[config.mk]
export PLATFORM = sky130hd
export DESIGN_NAME = rf_1p_fifo_ctrl_flat
export DESIGN_NICKNAME = d
export VERILOG_FILES = /design/src/rtl/rf_1p_fifo_ctrl_pkg.sv /design/src/rtl/rf_1p_fifo_ctrl_if.sv /design/src/rtl/rf_1p_fifo_ctrl_fifo_out_buf2.sv /design/src/rtl/rf_1p_fifo_ctrl.sv /design/src/flat_wrapper.sv
export SDC_FILE = /design/constraint.sdc
export NUM_CORES = 1
export LEC_CHECK = 0
export BUFFER_PORTS_ARGS = -buffer_cell sky130_fd_sc_hd__buf_4
export CORE_MARGIN = 2
export CORE_UTILIZATION = 35
export CTS_BUF_LIST = sky130_fd_sc_hd__clkbuf_16
export DETAILED_ROUTE_END_ITERATION = 8
export PLACE_DENSITY = 0.63
export SETUP_SLACK_MARGIN = 0.5
export SLEW_MARGIN = 20
export SYNTH_ARGS = -nofsm -noshare
export SYNTH_HDL_FRONTEND = slang
export SYNTH_SLANG_ARGS = --single-unit
[constraint.sdc]
create_clock -name clk -period 3.5 [get_ports clk]
set_clock_uncertainty 0.15 [all_clocks]
set_input_delay 0.35 -clock clk [delete_from_list [all_inputs] [get_ports clk]]
set_output_delay 0.35 -clock clk [all_outputs]
set_load 0.01 [all_outputs]
[src/rtl/rf_1p_fifo_ctrl_pkg.sv]
// rtl/rf_1p_fifo_ctrl_pkg.sv - RF op encoding and depth derivation for the single-port RF FIFO controller
package rf_1p_fifo_ctrl_pkg;

  typedef enum logic [1:0] {
    OP_IDLE = 2'd0,
    OP_WR   = 2'd1,
    OP_RD   = 2'd2
  } rf_op_e;

  function automatic int rf_depth(input int addr_width);
    return 1 << addr_width;
  endfunction

endpackage

[src/rtl/rf_1p_fifo_ctrl_if.sv]
// rtl/rf_1p_fifo_ctrl_if.sv - push/pop valid-ready streams of the RF FIFO controller
interface rf_1p_fifo_ctrl_if #(
  parameter int Word_Width = 32
);
  logic                  push_valid_i;
  logic                  push_ready_o;
  logic [Word_Width-1:0] push_data_i;
  logic                  pop_valid_o;
  logic                  pop_ready_i;
  logic [Word_Width-1:0] pop_data_o;

  modport master (
    output push_valid_i, push_data_i, pop_ready_i,
    input  push_ready_o, pop_valid_o, pop_data_o
  );

  modport slave (
    input  push_valid_i, push_data_i, pop_ready_i,
    output push_ready_o, pop_valid_o, pop_data_o
  );
endinterface

[src/rtl/rf_1p_fifo_ctrl_fifo_out_buf2.sv]
// rtl/rf_1p_fifo_ctrl_fifo_out_buf2.sv - 2-entry registered output buffer absorbing the RF read latency
module fifo_out_buf2 #(
  parameter int Word_Width = 32
) (
  input  logic                  clk,
  input  logic                  rst,
  input  logic                  push_i,
  input  logic [Word_Width-1:0] push_data_i,
  input  logic                  pop_ready_i,
  output logic                  pop_valid_o,
  output logic [Word_Width-1:0] pop_data_o,
  output logic [1:0]            count_o
);
  logic [Word_Width-1:0] head_q, head_d, tail_q, tail_d;
  logic [1:0]            cnt_q, cnt_d;
  logic                  pop;

  assign pop = pop_ready_i && (cnt_q != 2'd0);

  always_comb begin
    head_d = head_q;
    tail_d = tail_q;
    cnt_d  = cnt_q;
    case ({push_i, pop})
      2'b10: begin
        if (cnt_q == 2'd0) head_d = push_data_i;
        else               tail_d = push_data_i;
        cnt_d = cnt_q + 2'd1;
      end
      2'b01: begin
        head_d = tail_q;
        cnt_d  = cnt_q - 2'd1;
      end
      2'b11: begin
        // simultaneous pop and push: the new word lands behind whatever remains
        if (cnt_q == 2'd1) begin
          head_d = push_data_i;
        end else begin
          head_d = tail_q;
          tail_d = push_data_i;
        end
      end
      default: ;
    endcase
  end

  always_ff @(posedge clk) begin
    if (rst) begin
      head_q <= '0;
      tail_q <= '0;
      cnt_q  <= 2'd0;
    end else begin
      head_q <= head_d;
      tail_q <= tail_d;
      cnt_q  <= cnt_d;
    end
  end

  assign pop_valid_o = (cnt_q != 2'd0);
  assign pop_data_o  = head_q;
  assign count_o     = cnt_q;
endmodule

[src/rtl/rf_1p_fifo_ctrl.sv]
// rtl/rf_1p_fifo_ctrl.sv - streaming FIFO controller driving a single-port RF, one RF op per cycle
// FIFO_BYPASS_EN: pushes into an otherwise empty FIFO skip the RF and land in the output buffer.
module rf_1p_fifo_ctrl
  import rf_1p_fifo_ctrl_pkg::*;
#(
  parameter int Word_Width = 32,
  parameter int Addr_Width = 8
) (
  input  logic                  clk,
  input  logic                  rst,
  rf_1p_fifo_ctrl_if.slave      bus,
  output logic [Addr_Width+1:0] count_o,
  output logic                  rf_cen_o,
  output logic                  rf_wen_o,
  output logic [Addr_Width-1:0] rf_addr_o,
  output logic [Word_Width-1:0] rf_data_o,
  input  logic [Word_Width-1:0] rf_data_i
);
  localparam int DEPTH = rf_depth(Addr_Width);
  localparam logic [Addr_Width:0] MemFull = (Addr_Width+1)'(DEPTH);

  logic [Addr_Width-1:0] wr_ptr_q, wr_ptr_d, rd_ptr_q, rd_ptr_d;
  logic [Addr_Width:0]   mem_cnt_q, mem_cnt_d;
  logic                  rd_inflight_q, rd_inflight_d;
  logic                  last_rd_q, last_rd_d;
  logic [1:0]            out_cnt;
  logic                  mem_full, mem_empty;
  logic                  rd_want, wr_want, rd_grant, wr_grant, bypass;
  logic                  buf_push, pop_valid;
  logic [Word_Width-1:0] buf_data, pop_data;
  rf_op_e                op;

  assign mem_full  = (mem_cnt_q == MemFull);
  assign mem_empty = (mem_cnt_q == '0);

  // a read is only issued when the buffer is guaranteed room for its data
  assign rd_want = !rst && !mem_empty && ((out_cnt + {1'b0, rd_inflight_q}) < 2'd2);

`ifdef FIFO_BYPASS_EN
  assign bypass = !rst && bus.push_valid_i && mem_empty && !rd_inflight_q && (out_cnt < 2'd2);
`else
  assign bypass = 1'b0;
`endif

  assign wr_want  = !rst && bus.push_valid_i && !mem_full && !bypass;
  assign rd_grant = rd_want && (!wr_want || !last_rd_q);
  assign wr_grant = wr_want && !rd_grant;

  // ready assumes a write is wanted, so it never depends on push_valid_i
  assign bus.push_ready_o = !rst && !mem_full && !(rd_want && !last_rd_q);

  always_comb begin
    op = OP_IDLE;
    if (rd_grant)      op = OP_RD;
    else if (wr_grant) op = OP_WR;
  end

  assign rf_cen_o  = (op == OP_IDLE);
  assign rf_wen_o  = (op != OP_WR);
  assign rf_addr_o = (op == OP_RD) ? rd_ptr_q : wr_ptr_q;
  assign rf_data_o = bus.push_data_i;

  always_comb begin
    wr_ptr_d      = wr_ptr_q + Addr_Width'(wr_grant);
    rd_ptr_d      = rd_ptr_q + Addr_Width'(rd_grant);
    mem_cnt_d     = mem_cnt_q + (Addr_Width+1)'(wr_grant) - (Addr_Width+1)'(rd_grant);
    rd_inflight_d = rd_grant;
    last_rd_d     = last_rd_q;
    if (rd_grant)      last_rd_d = 1'b1;
    else if (wr_grant) last_rd_d = 1'b0;
  end

  always_ff @(posedge clk) begin
    if (rst) begin
      wr_ptr_q      <= '0;
      rd_ptr_q      <= '0;
      mem_cnt_q     <= '0;
      rd_inflight_q <= 1'b0;
      last_rd_q     <= 1'b0;
    end else begin
      wr_ptr_q      <= wr_ptr_d;
      rd_ptr_q      <= rd_ptr_d;
      mem_cnt_q     <= mem_cnt_d;
      rd_inflight_q <= rd_inflight_d;
      last_rd_q     <= last_rd_d;
    end
  end

  // rf_data_i is only selected while a read is in flight
  assign buf_push = rd_inflight_q || bypass;
  assign buf_data = rd_inflight_q ? rf_data_i : bus.push_data_i;

  fifo_out_buf2 #(.Word_Width(Word_Width)) u_out_buf (
    .clk        (clk),
    .rst        (rst),
    .push_i     (buf_push),
    .push_data_i(buf_data),
    .pop_ready_i(bus.pop_ready_i),
    .pop_valid_o(pop_valid),
    .pop_data_o (pop_data),
    .count_o    (out_cnt)
  );

  assign bus.pop_valid_o = pop_valid;
  assign bus.pop_data_o  = pop_data;

  assign count_o = (Addr_Width+2)'(mem_cnt_q) + (Addr_Width+2)'(out_cnt)
                 + (Addr_Width+2)'(rd_inflight_q);
endmodule

[src/flat_wrapper.sv]
// flat-port wrapper written by rule: the top's interface ports become plain ports
module rf_1p_fifo_ctrl_flat import rf_1p_fifo_ctrl_pkg::*;
#(
  parameter int Word_Width = 32,
  parameter int Addr_Width = 8
)
  (clk, rst, count_o, rf_cen_o, rf_wen_o, rf_addr_o, rf_data_o, rf_data_i, bus_push_valid_i, bus_push_data_i, bus_pop_ready_i, bus_push_ready_o, bus_pop_valid_o, bus_pop_data_o);
  rf_1p_fifo_ctrl_if #(.Word_Width(Word_Width)) bus_i ();
  input  logic clk;
  input  logic rst;
  output logic [Addr_Width+1:0] count_o;
  output logic rf_cen_o;
  output logic rf_wen_o;
  output logic [Addr_Width-1:0] rf_addr_o;
  output logic [Word_Width-1:0] rf_data_o;
  input  logic [Word_Width-1:0] rf_data_i;
  input wire logic [$bits(bus_i.push_valid_i)-1:0] bus_push_valid_i;
  input wire logic [$bits(bus_i.push_data_i)-1:0] bus_push_data_i;
  input wire logic [$bits(bus_i.pop_ready_i)-1:0] bus_pop_ready_i;
  output wire logic [$bits(bus_i.push_ready_o)-1:0] bus_push_ready_o;
  output wire logic [$bits(bus_i.pop_valid_o)-1:0] bus_pop_valid_o;
  output wire logic [$bits(bus_i.pop_data_o)-1:0] bus_pop_data_o;
  assign bus_i.push_valid_i = bus_push_valid_i;
  assign bus_i.push_data_i = bus_push_data_i;
  assign bus_i.pop_ready_i = bus_pop_ready_i;
  assign bus_push_ready_o = bus_i.push_ready_o;
  assign bus_pop_valid_o = bus_i.pop_valid_o;
  assign bus_pop_data_o = bus_i.pop_data_o;
  rf_1p_fifo_ctrl #(.Word_Width(Word_Width), .Addr_Width(Addr_Width)) u_core (.clk(clk), .rst(rst), .bus(bus_i), .count_o(count_o), .rf_cen_o(rf_cen_o), .rf_wen_o(rf_wen_o), .rf_addr_o(rf_addr_o), .rf_data_o(rf_data_o), .rf_data_i(rf_data_i));
endmodule
==> results.yml, run 1 <==
status:
  status: "finished clean"
clock_tree:
  root_buffer: "clkbuf_16"
  clkTransAtPathRegs_ps: 60
  numCtsBuffers: 9
  clk_latency_ps: 340
  cts_max_path_buffers: 2
  cts.sinks: 93
  cts_tree: "done"
  h-tree-depth: 3
power_and_ir_drop:
  total_leakage_power_nw: 3.01
  power.density_nw_per_um2: 862
  ir_worst_vdd_uv: 311
worst_setup_path:
  cp.arrival_ps: 3110
  crit_fanout: 4
  cpMaxStageDelayCell: "fa_2"
  critPathKind: "flip-flop to flip-flop"
  cp_data_required_time_ps: 3580
  cp-end-kind: "flip-flop"
  crit_path_cell_trace: "inv_1, ha_4, and4b_2, and2_4, o211ai_4, inv_2, ha_4, inv_2, ha_4, inv_2, fa_2, nand2b_4, a211oi_2, o22ai_1, mux2_2"
  critPathLaunchType: "flip-flop"
  cp_slowest_stage_delay_ps: 350
global_route:
  grt_max_degree: 54
  grt_pass1_wl_um: 20600
  grt_usage: 0.160
  grt_pass1_vias: 4309
  globalRouteOverflowTotal: 0
  antenna_found_initial: 0
floorplanning:
  pin_count: 154
  fp-row-count: 44
  fp.dieW_um: 125
  dieArea_um2: 15600
  start_util: 0.356
  core_um2: 14400
  die_height_um: 125
place:
  portBuffers: 153
  gp_congestion: 0.828
  dpl.hpwl_um: 8950
logic_synthesis:
  synth_cell_types: 41
  ys_top_cells_by_area: "dfxtp_1, mux2_2, ha_1, nor2_1, mux2i_1"
  syn_nets: 653
  synth_seq_cells: 93
  netlist_area_um2: 5130
  syn_inst: 554
  yosys_warnings: 0
  synth_top_area_frac: 0.363
  yosysSeqAreaShare: 0.363
  synth_top_flop_cell: "dfxtp_1"
  syn_area_per_cell_um2: 9.26
  synth_edf_count: 0
  async_flop_share: 0
  yosys.area.top_type: "dfxtp_1"
sta:
  rsz0062_at_grt: "true"
  maxSlewViolCount: 0
  min_period_ps: 3020
  timing.slew.headroom: 0.561
  hold_ws_ps: 70.5
  hold_viol: 0
  finalCritPeriodShare: 0.864
  fmax_mhz: 331
  worst_pin_slew_ps: 659
  finalSetupViolCount: 0
  setup-tns-final_ps: 0
detailed_routing:
  drc_errors: 0
  firstDrtPassIters: 5
  wl_per_cell_um: 14.2
  drt-initial-drc-count: 173
  ant_nets: 0
  vias: 4301
  viasPerCell: 4.98
  routed_wl_um: 12300
layout:
  drive_gt1_frac: 0.385
  num_antenna_cells: 0
  finalNetCount: 774
  area_growth_pct: 30.8
flow_run:
  maxCapViolCount: 0
min_path:
  hold_class: "primary input to flip-flop"
cells in the final DEF, fill, tap and decap left out, drive strengths merged, types with 9 or more instances in the layout:
cell	count
clkbuf	9
nor2b	9
nor2	91
inv	29
ha	28
buf	174
mux2	41
xnor2	10
dfxtp	93
a22oi	33
nand3	14
a211oi	36
xor2	13
mux2i	34
logic make-up after synthesis:
kind of cell    after synthesis  share of synthesized area
buf+inv                      93                     0.0980
compound gates               97                      0.141
simple gates                142                      0.123
flops                        93                      0.363
mux                          75                      0.156
fa+ha+maj                    31                     0.0800
xor+xnor                     23                     0.0392
critical path, delay by kind of cell, from the launching register on:
kind / cells / cell delay, ps
buf+inv: 4 / 230
fa+ha+maj: 4 / 840
simple gates: 3 / 610
flops: 1 / 330
compound gates: 3 / 460
mux: 1 / 270
sequential cells by signal, indices dropped and copies added, names as in the netlist:
signal	cells
u_core.buf_push	1
u_core.rd_ptr_q	8
u_core.u_out_buf.tail_q	32
u_core.u_out_buf.pop_data_o	32
u_core.wr_ptr_q	8
u_core.mem_cnt_q	9
u_core.u_out_buf.count_o	2
u_core.last_rd_q	1
cell usage after synthesis, types with 5 or more instances:
cell	number
a211oi_1	36
a21oi_1	6
a22oi_1	33
and3_1	6
buf_1	7
buf_2	12
buf_4	35
clkbuf_1	9
dfxtp_1	93
ha_1	28
inv_1	29
mux2_2	41
mux2i_1	34
nand2_1	6
nand3_1	14
nor2_1	91
nor2b_1	9
o21ai_0	5
xnor2_1	10
xor2_1	13
area by class of cell:
| type | count | area [um2] |
|---|---|---|
| Clock buffer | 9 | 225 |
| Sequential cell | 93 | 1890 |
| Clock inverter | 7 | 42.5 |
| Inverter | 29 | 114 |
| Timing Repair Buffer | 174 | 1330 |
| Tap cell | 184 | 230 |
| Multi-Input combinational cell | 368 | 2880 |
| Fill cell | 1398 | 7710 |
metal layers:
layer | up-vias | wire length, um | part of all wire | track usage
met2 | 113 | 6240 | 0.51 | 0.286
met3 | 12 | 685 | 0.056 | 0.0458
met5 | - | 0 | 0 | 0
met4 | 0 | 210 | 0.017 | 0.0556
met1 | 2024 | 5140 | 0.42 | 0.181
li1 | 2152 | - | - | -
what timing repair did:
action / CTS / global route
hold endpoints to repair: 0 / 0
buffers inserted: 8 / 6
gates resized for setup: 6 / 12
cloned: 0 / 0
endpoints found under the setup margin: 12 / 48
pin swaps: 5 / 4
hold buffers: 0 / 0
where the power goes:
part	internal, mW	switching (mW)	leakage (nW)
clock network	0.476	0.408	0.130
registers	1.46	0.238	0.768
logic	1.55	1.65	2.11
stage by stage:
stage	setup slack, ps	total power [mW]	util	instance area, um2	instances
6_report	475	5.78	0.465	6710	864
2_1_floorplan	443	3.80	-	5190	554
4_1_cts	480	5.72	0.458	6600	858
3_3_place_gp	279	4.66	0.434	6260	834
3_5_place_dp	171	4.75	0.434	6260	834
5_1_grt	373	6.27	0.465	6710	864
path summary, 6_finish.rpt:
path / end / slack, ps / startpoint / cells after the start
min: u_core.last_rd_q / 70 / bus_push_valid_i / 2
max reg2reg: u_core.mem_cnt_q[8] / 480 / u_core.mem_cnt_q[7] / 15
max: u_core.mem_cnt_q[8] / 480 / u_core.mem_cnt_q[7] / 15
min reg2reg: u_core.u_out_buf.pop_data_o[28] / 350 / u_core.u_out_buf.pop_data_o[28] / 2
Power figures use the tool's default switching activity.
==> run 2, diff against run 1 <==
--- a/config.mk
+++ b/config.mk
@@ -6,11 +6,12 @@
 export NUM_CORES = 1
 export LEC_CHECK = 0
 export BUFFER_PORTS_ARGS = -buffer_cell sky130_fd_sc_hd__buf_4
+export CORE_ASPECT_RATIO = 0.8
 export CORE_MARGIN = 2
 export CORE_UTILIZATION = 35
 export CTS_BUF_LIST = sky130_fd_sc_hd__clkbuf_16
 export DETAILED_ROUTE_END_ITERATION = 8
-export PLACE_DENSITY = 0.63
+export PLACE_DENSITY = 0.61
 export SETUP_SLACK_MARGIN = 0.5
 export SLEW_MARGIN = 20
 export SYNTH_ARGS = -nofsm -noshare
==> constraint.sdc (replaced) <==
create_clock -name clk -period 3.35 [get_ports clk]
set_clock_uncertainty 0.15 [all_clocks]
set_input_delay 0.1675 -clock clk [delete_from_list [all_inputs] [get_ports clk]]
set_output_delay 0.1675 -clock clk [all_outputs]
set_load 0.01 [all_outputs]
==> results.yml, run 2 (synthesis gave the netlist of run 1 again) <==
place:
  gp_congestion: 0.811
  pre_cts_slack_ps: 182
  dpl_cell_area_um2: 6280
  portBuffers: 153
  dpl.hpwl_um: 9120
clock_tree:
  cts_tree: "done"
  numCtsBuffers: 9
  h-tree-depth: 3
  clk_latency_ps: 340
  clkTransAtPathRegs_ps: 70
  root_buffer: "clkbuf_16"
  cts_max_path_buffers: 2
  cts.sinks: 93
sta:
  maxSlewViolCount: 0
  worst_pin_slew_ps: 528
  timing.slew.headroom: 0.648
  setup-tns-final_ps: 0
  setup_ws_ps: 318
  finalSetupViolCount: 0
  rsz0062_at_grt: "true"
  fmax_mhz: 330
  min_period_ps: 3030
  finalCritPeriodShare: 0.905
  hold_viol: 0
  hold_ws_ps: 62.5
detailed_routing:
  drt-initial-drc-count: 181
  viasPerCell: 4.90
  routed_wl_um: 12600
  firstDrtPassIters: 4
  ant_nets: 0
  vias: 4262
  wl_per_cell_um: 14.5
  drc_errors: 0
flow_run:
  maxCapViolCount: 0
power_and_ir_drop:
  power.density_nw_per_um2: 925
  p_int_mw: 3.78
  total_leakage_power_nw: 3.04
  ir_worst_vdd_uv: 408
  p_seq_frac: 0.282
  combPwrFrac: 0.551
  swShare: 0.399
  p_clk_frac: 0.167
  switching_power_mw: 2.50
floorplanning:
  start_util: 0.359
  dieArea_um2: 15700
  die_height_um: 112
  fp-row-count: 39
  fp.dieW_um: 139
  core_um2: 14300
  pin_count: 154
worst_setup_path:
  critPathKind: "flip-flop to flip-flop"
  cp.arrival_ps: 3120
  reg2reg_slack_ps: 320
  critPathLaunchType: "flip-flop"
  crit_fanout: 4
  cp_data_required_time_ps: 3440
  cp-end-kind: "flip-flop"
layout:
  drive_gt1_frac: 0.391
  design_area_um2: 6790
  finalNetCount: 779
  mostFrequentLayoutCell: "buf_4"
  final_cell_mix: "buf_4, nor2_1, dfxtp_1, mux2_2"
  area_growth_pct: 32.3
  num_antenna_cells: 0
global_route:
  grt_usage: 0.159
  grt_max_degree: 52
  grt_pass1_wl_um: 20400
  grt_pass1_vias: 4149
  globalRouteOverflowTotal: 0
  antenna_found_initial: 0
status:
  status: "finished clean"
min_path:
  hold_class: "primary input to flip-flop"
==> run 2: worst paths after layout <==
kind | from | to | cells past startpoint
worst max-delay path | u_core.mem_cnt_q[4] | u_core.mem_cnt_q[8] | 15
worst min register to register | u_core.u_out_buf.tail_q[9] | u_core.u_out_buf.tail_q[9] | 2
worst max register to register | u_core.mem_cnt_q[4] | u_core.mem_cnt_q[8] | 15
worst min-delay path | rf_data_i[13] | u_core.u_out_buf.tail_q[13] | 4
==> run 2: cell type report <==
class,count,area [um2]
well taps,184,230
clock buffers,9,225
clock inverters,7,80.1
fillers,1366,7510
multi-input cells,368,2870
inverters,29,114
repair buffers,179,1390
flip-flops and latches,93,1880
==> run 2: metrics by stage <==
stage | total power, mW | util | std cells
6_report | 6.28 | 0.475 | 869
5_1_grt | 6.75 | 0.475 | 869
4_1_cts | 6.20 | 0.470 | 866
3_5_place_dp | 5.01 | 0.440 | 836
3_3_place_gp | 4.93 | 0.440 | 836
2_1_floorplan | 3.97 | - | 554
==> run 2: critical path, cell delays in order, from the launching register on <==
cell and delay [ps]:
dfxtp_4 360, inv_4 40, ha_4 140, and4b_2 270
and2_4 170, o211ai_4 160, inv_2 70, ha_4 210
inv_2 60, ha_4 130, inv_2 30, fa_2 340
nand2b_4 180, a211oi_2 220, o22ai_1 110, mux2_2 270
==> run 2: what timing repair did <==
action	CTS	global route
endpoints found under the setup margin	3	26
gates resized for setup	7	11
buffers inserted	12	3
pin swaps	7	4
hold buffers	2	0
endpoints found under the hold margin	1	0
==> run 2: power groups by stage <==
stage	sequential [mW]	clock, mW	combinational [mW]
after floorplan	1.85	0	2.12
after global placement	1.79	0	3.14
after detailed placement	1.82	0	3.19
after CTS	1.77	1.08	3.36
after global routing	1.82	1.12	3.81
final	1.77	1.05	3.46
==> run 2: per-layer routing <==
layer	wire length, um	GRT usage
met5	0	0
met4	171	0.0471
met3	760	0.0465
met2	5900	0.257
met1	5780	0.206
==> run 3, diff against run 2 <==
--- a/config.mk
+++ b/config.mk
@@ -5,6 +5,7 @@
 export SDC_FILE = /design/constraint.sdc
 export NUM_CORES = 1
 export LEC_CHECK = 0
+export ABC_AREA = 1
 export BUFFER_PORTS_ARGS = -buffer_cell sky130_fd_sc_hd__buf_4
 export CORE_ASPECT_RATIO = 0.8
 export CORE_MARGIN = 2
==> results.yml, run 3 <==
floorplanning:
  pin_count: 154
  start_util: 0.356
  fp-row-count: 40
  die_height_um: 114
  fp.dieW_um: 142
  dieArea_um2: 16200
  core_um2: 15000
sta:
  finalSetupViolCount: 0
  setup-tns-final_ps: 0
  maxSlewViolCount: 0
  worst_pin_slew_ps: 755
  setup_ws_ps: 591
  fmax_mhz: 362
  finalCritPeriodShare: 0.824
  timing.slew.headroom: 0.497
  min_period_ps: 2760
  rsz0062_at_grt: "true"
  hold_viol: 0
place:
  gp_congestion: 0.833
  portBuffers: 153
  post-place-cells: 1064
  dpl.hpwl_um: 9670
  pre_cts_slack_ps: -49.2
layout:
  multiInputGateArea_um2: 2740
  finalNonFillerCells: 1091
  num-fill-cells: 1517
  final_cell_mix: "nand2_1, buf_4, inv_1, o21ai_0, dfxtp_1"
  area_growth_pct: 31.5
  mostFrequentLayoutCell: "nand2_1"
  drive_gt1_frac: 0.247
  final-seq-area_um2: 1880
  num_antenna_cells: 0
  finalNetCount: 996
clock_tree:
  cts.sinks: 93
  clk_latency_ps: 340
  cts_max_path_buffers: 2
  cts_tree: "done"
  numCtsBuffers: 9
  h-tree-depth: 3
  clkTransAtPathRegs_ps: 70
  root_buffer: "clkbuf_16"
detailed_routing:
  firstDrtPassIters: 4
  viasPerCell: 4.60
  routed_wl_um: 13900
  vias: 5019
  wl_per_cell_um: 12.8
  drt-initial-drc-count: 192
  ant_nets: 0
  drc_errors: 0
global_route:
  antenna_found_initial: 0
  grt_pass1_vias: 4516
  grt_pass1_wl_um: 22300
  grt_usage: 0.171
  globalRouteOverflowTotal: 0
  grt_max_degree: 81
logic_synthesis:
  syn_inst: 780
  synth_seq_cells: 93
  synth_top_flop_cell: "dfxtp_1"
  netlist_area_um2: 5330
  yosysSeqAreaShare: 0.349
  synth_cell_types: 26
  yosys.area.top_type: "dfxtp_1"
  synth_top_area_frac: 0.349
  synth_edf_count: 0
  async_flop_share: 0
  yosys_warnings: 0
  post-synth-top-count-cell: "nand2_1"
  syn_nets: 879
  ys_top_cells_by_area: "dfxtp_1, nand2_1, o21ai_0, inv_1, ha_1"
  synthTopCellsByCount: "nand2_1, inv_1, o21ai_0"
  syn_area_per_cell_um2: 6.84
worst_setup_path:
  critPathKind: "flip-flop to flip-flop"
  cp_data_required_time_ps: 3480
  cp_slowest_stage_delay_ps: 380
  critPathLaunchType: "flip-flop"
  cp-end-kind: "flip-flop"
  crit_path_cell_trace: "inv_2, ha_4, nand2_1, nor2_2, nand3b_1, nor2b_4, nand2_4, inv_2, ha_4, inv_2, ha_4, inv_1, fa_2, inv_2, nand3_2, nand2_2, nand2_2, nand3_1, nand2_1, nor2_1"
  worst_path_most_repeated_cell: "inv_2"
  crit_fanout: 4
  cp.arrival_ps: 2880
  cpMaxStageDelayCell: "dfxtp_1"
power_and_ir_drop:
  power.density_nw_per_um2: 913
  fin_total_pwr_mw: 6.41
  ir_worst_vdd_uv: 350
  total_leakage_power_nw: 3.63
flow_run:
  maxCapViolCount: 0
min_path:
  hold_class: "primary input to flip-flop"
status:
  status: "finished clean"
[run 3: changes by cell type in the layout (fill, tap and decap cells not counted), moves of 41 or more]
cell | previous run | this run
nand2_1 | 6 | 189
mux2_2 | 41 | 0
inv_1 | 20 | 111
a21oi_1 | 6 | 52
nor2_1 | 91 | 27
o21ai_0 | 5 | 104
[run 3: through the flow]
step / utilization / area, um2 / hold WS (ps)
3_3_place_gp: 0.431 / 6450 / 286
3_5_place_dp: 0.431 / 6450 / 292
5_1_grt: 0.469 / 7020 / 107
6_report: 0.469 / 7020 / 90.0
2_1_floorplan: - / 5350 / 95.0
4_1_cts: 0.459 / 6870 / 75.7
[run 3: per-layer routing]
layer / share of wire / global-route usage / wire length (um) / up-vias
met5: 0 / 0 / 0 / -
met4: 0.0098 / 0.0400 / 137 / 0
met3: 0.061 / 0.0435 / 854 / 11
met2: 0.44 / 0.266 / 6110 / 140
met1: 0.49 / 0.238 / 6830 / 2203
li1: - / - / - / 2665
[run 3: worst paths after layout]
kind	start	to	slack, ps	depth (start not counted)
max	u_core.mem_cnt_q[7]	u_core.mem_cnt_q[8]	590	20
min	bus_push_data_i[8]	u_core.u_out_buf.tail_q[8]	90	5
max reg2reg	u_core.mem_cnt_q[7]	u_core.mem_cnt_q[8]	590	20
min reg2reg	u_core.u_out_buf.tail_q[31]	u_core.u_out_buf.tail_q[31]	300	2
[run 3: critical path: cells and delay by family, from the launching register on]
family	cells	cell delay (ps)
adders and majority gates	4	830
buffers and inverters	5	370
DFF	1	380
and+or+nand+nor	11	980
[run 3: layout make-up]
cell class                      count  share of cell area
Multi-Input combinational cell    497               0.391
Clock buffer                        9              0.0321
Clock inverter                      7              0.0175
Inverter                          123              0.0678
Sequential cell                    93               0.268
Tap cell                          189              0.0337
Timing Repair Buffer              173               0.190
[run 3: kinds of logic (layout without fill, tap and decap cells)]
group | after synthesis | after routing | synth area share
AOI/OAI and AO/OA | 193 | 193 | 0.198
buffers and inverters | 190 | 312 | 0.161
and+or+nand+nor | 262 | 262 | 0.197
xor gates and xnor gates | 11 | 11 | 0.0181
adders and majority gates | 31 | 31 | 0.0769
DFF | 93 | 93 | 0.349
[run 3: timing repair]
action                     in CTS  in global routing
hold endpoints to repair       11                  0
gates cloned                    0                  0
pin swaps                       1                  6
gates resized for setup        12                 24
hold buffers                    1                  0
setup buffers                   3                  7
setup endpoints to repair      20                 16
[run 3: power breakdown]
part	switching, mW	leakage, nW	internal, mW
clock network	0.450	0.168	0.735
registers	0.254	0.770	1.59
logic	1.97	2.70	1.41
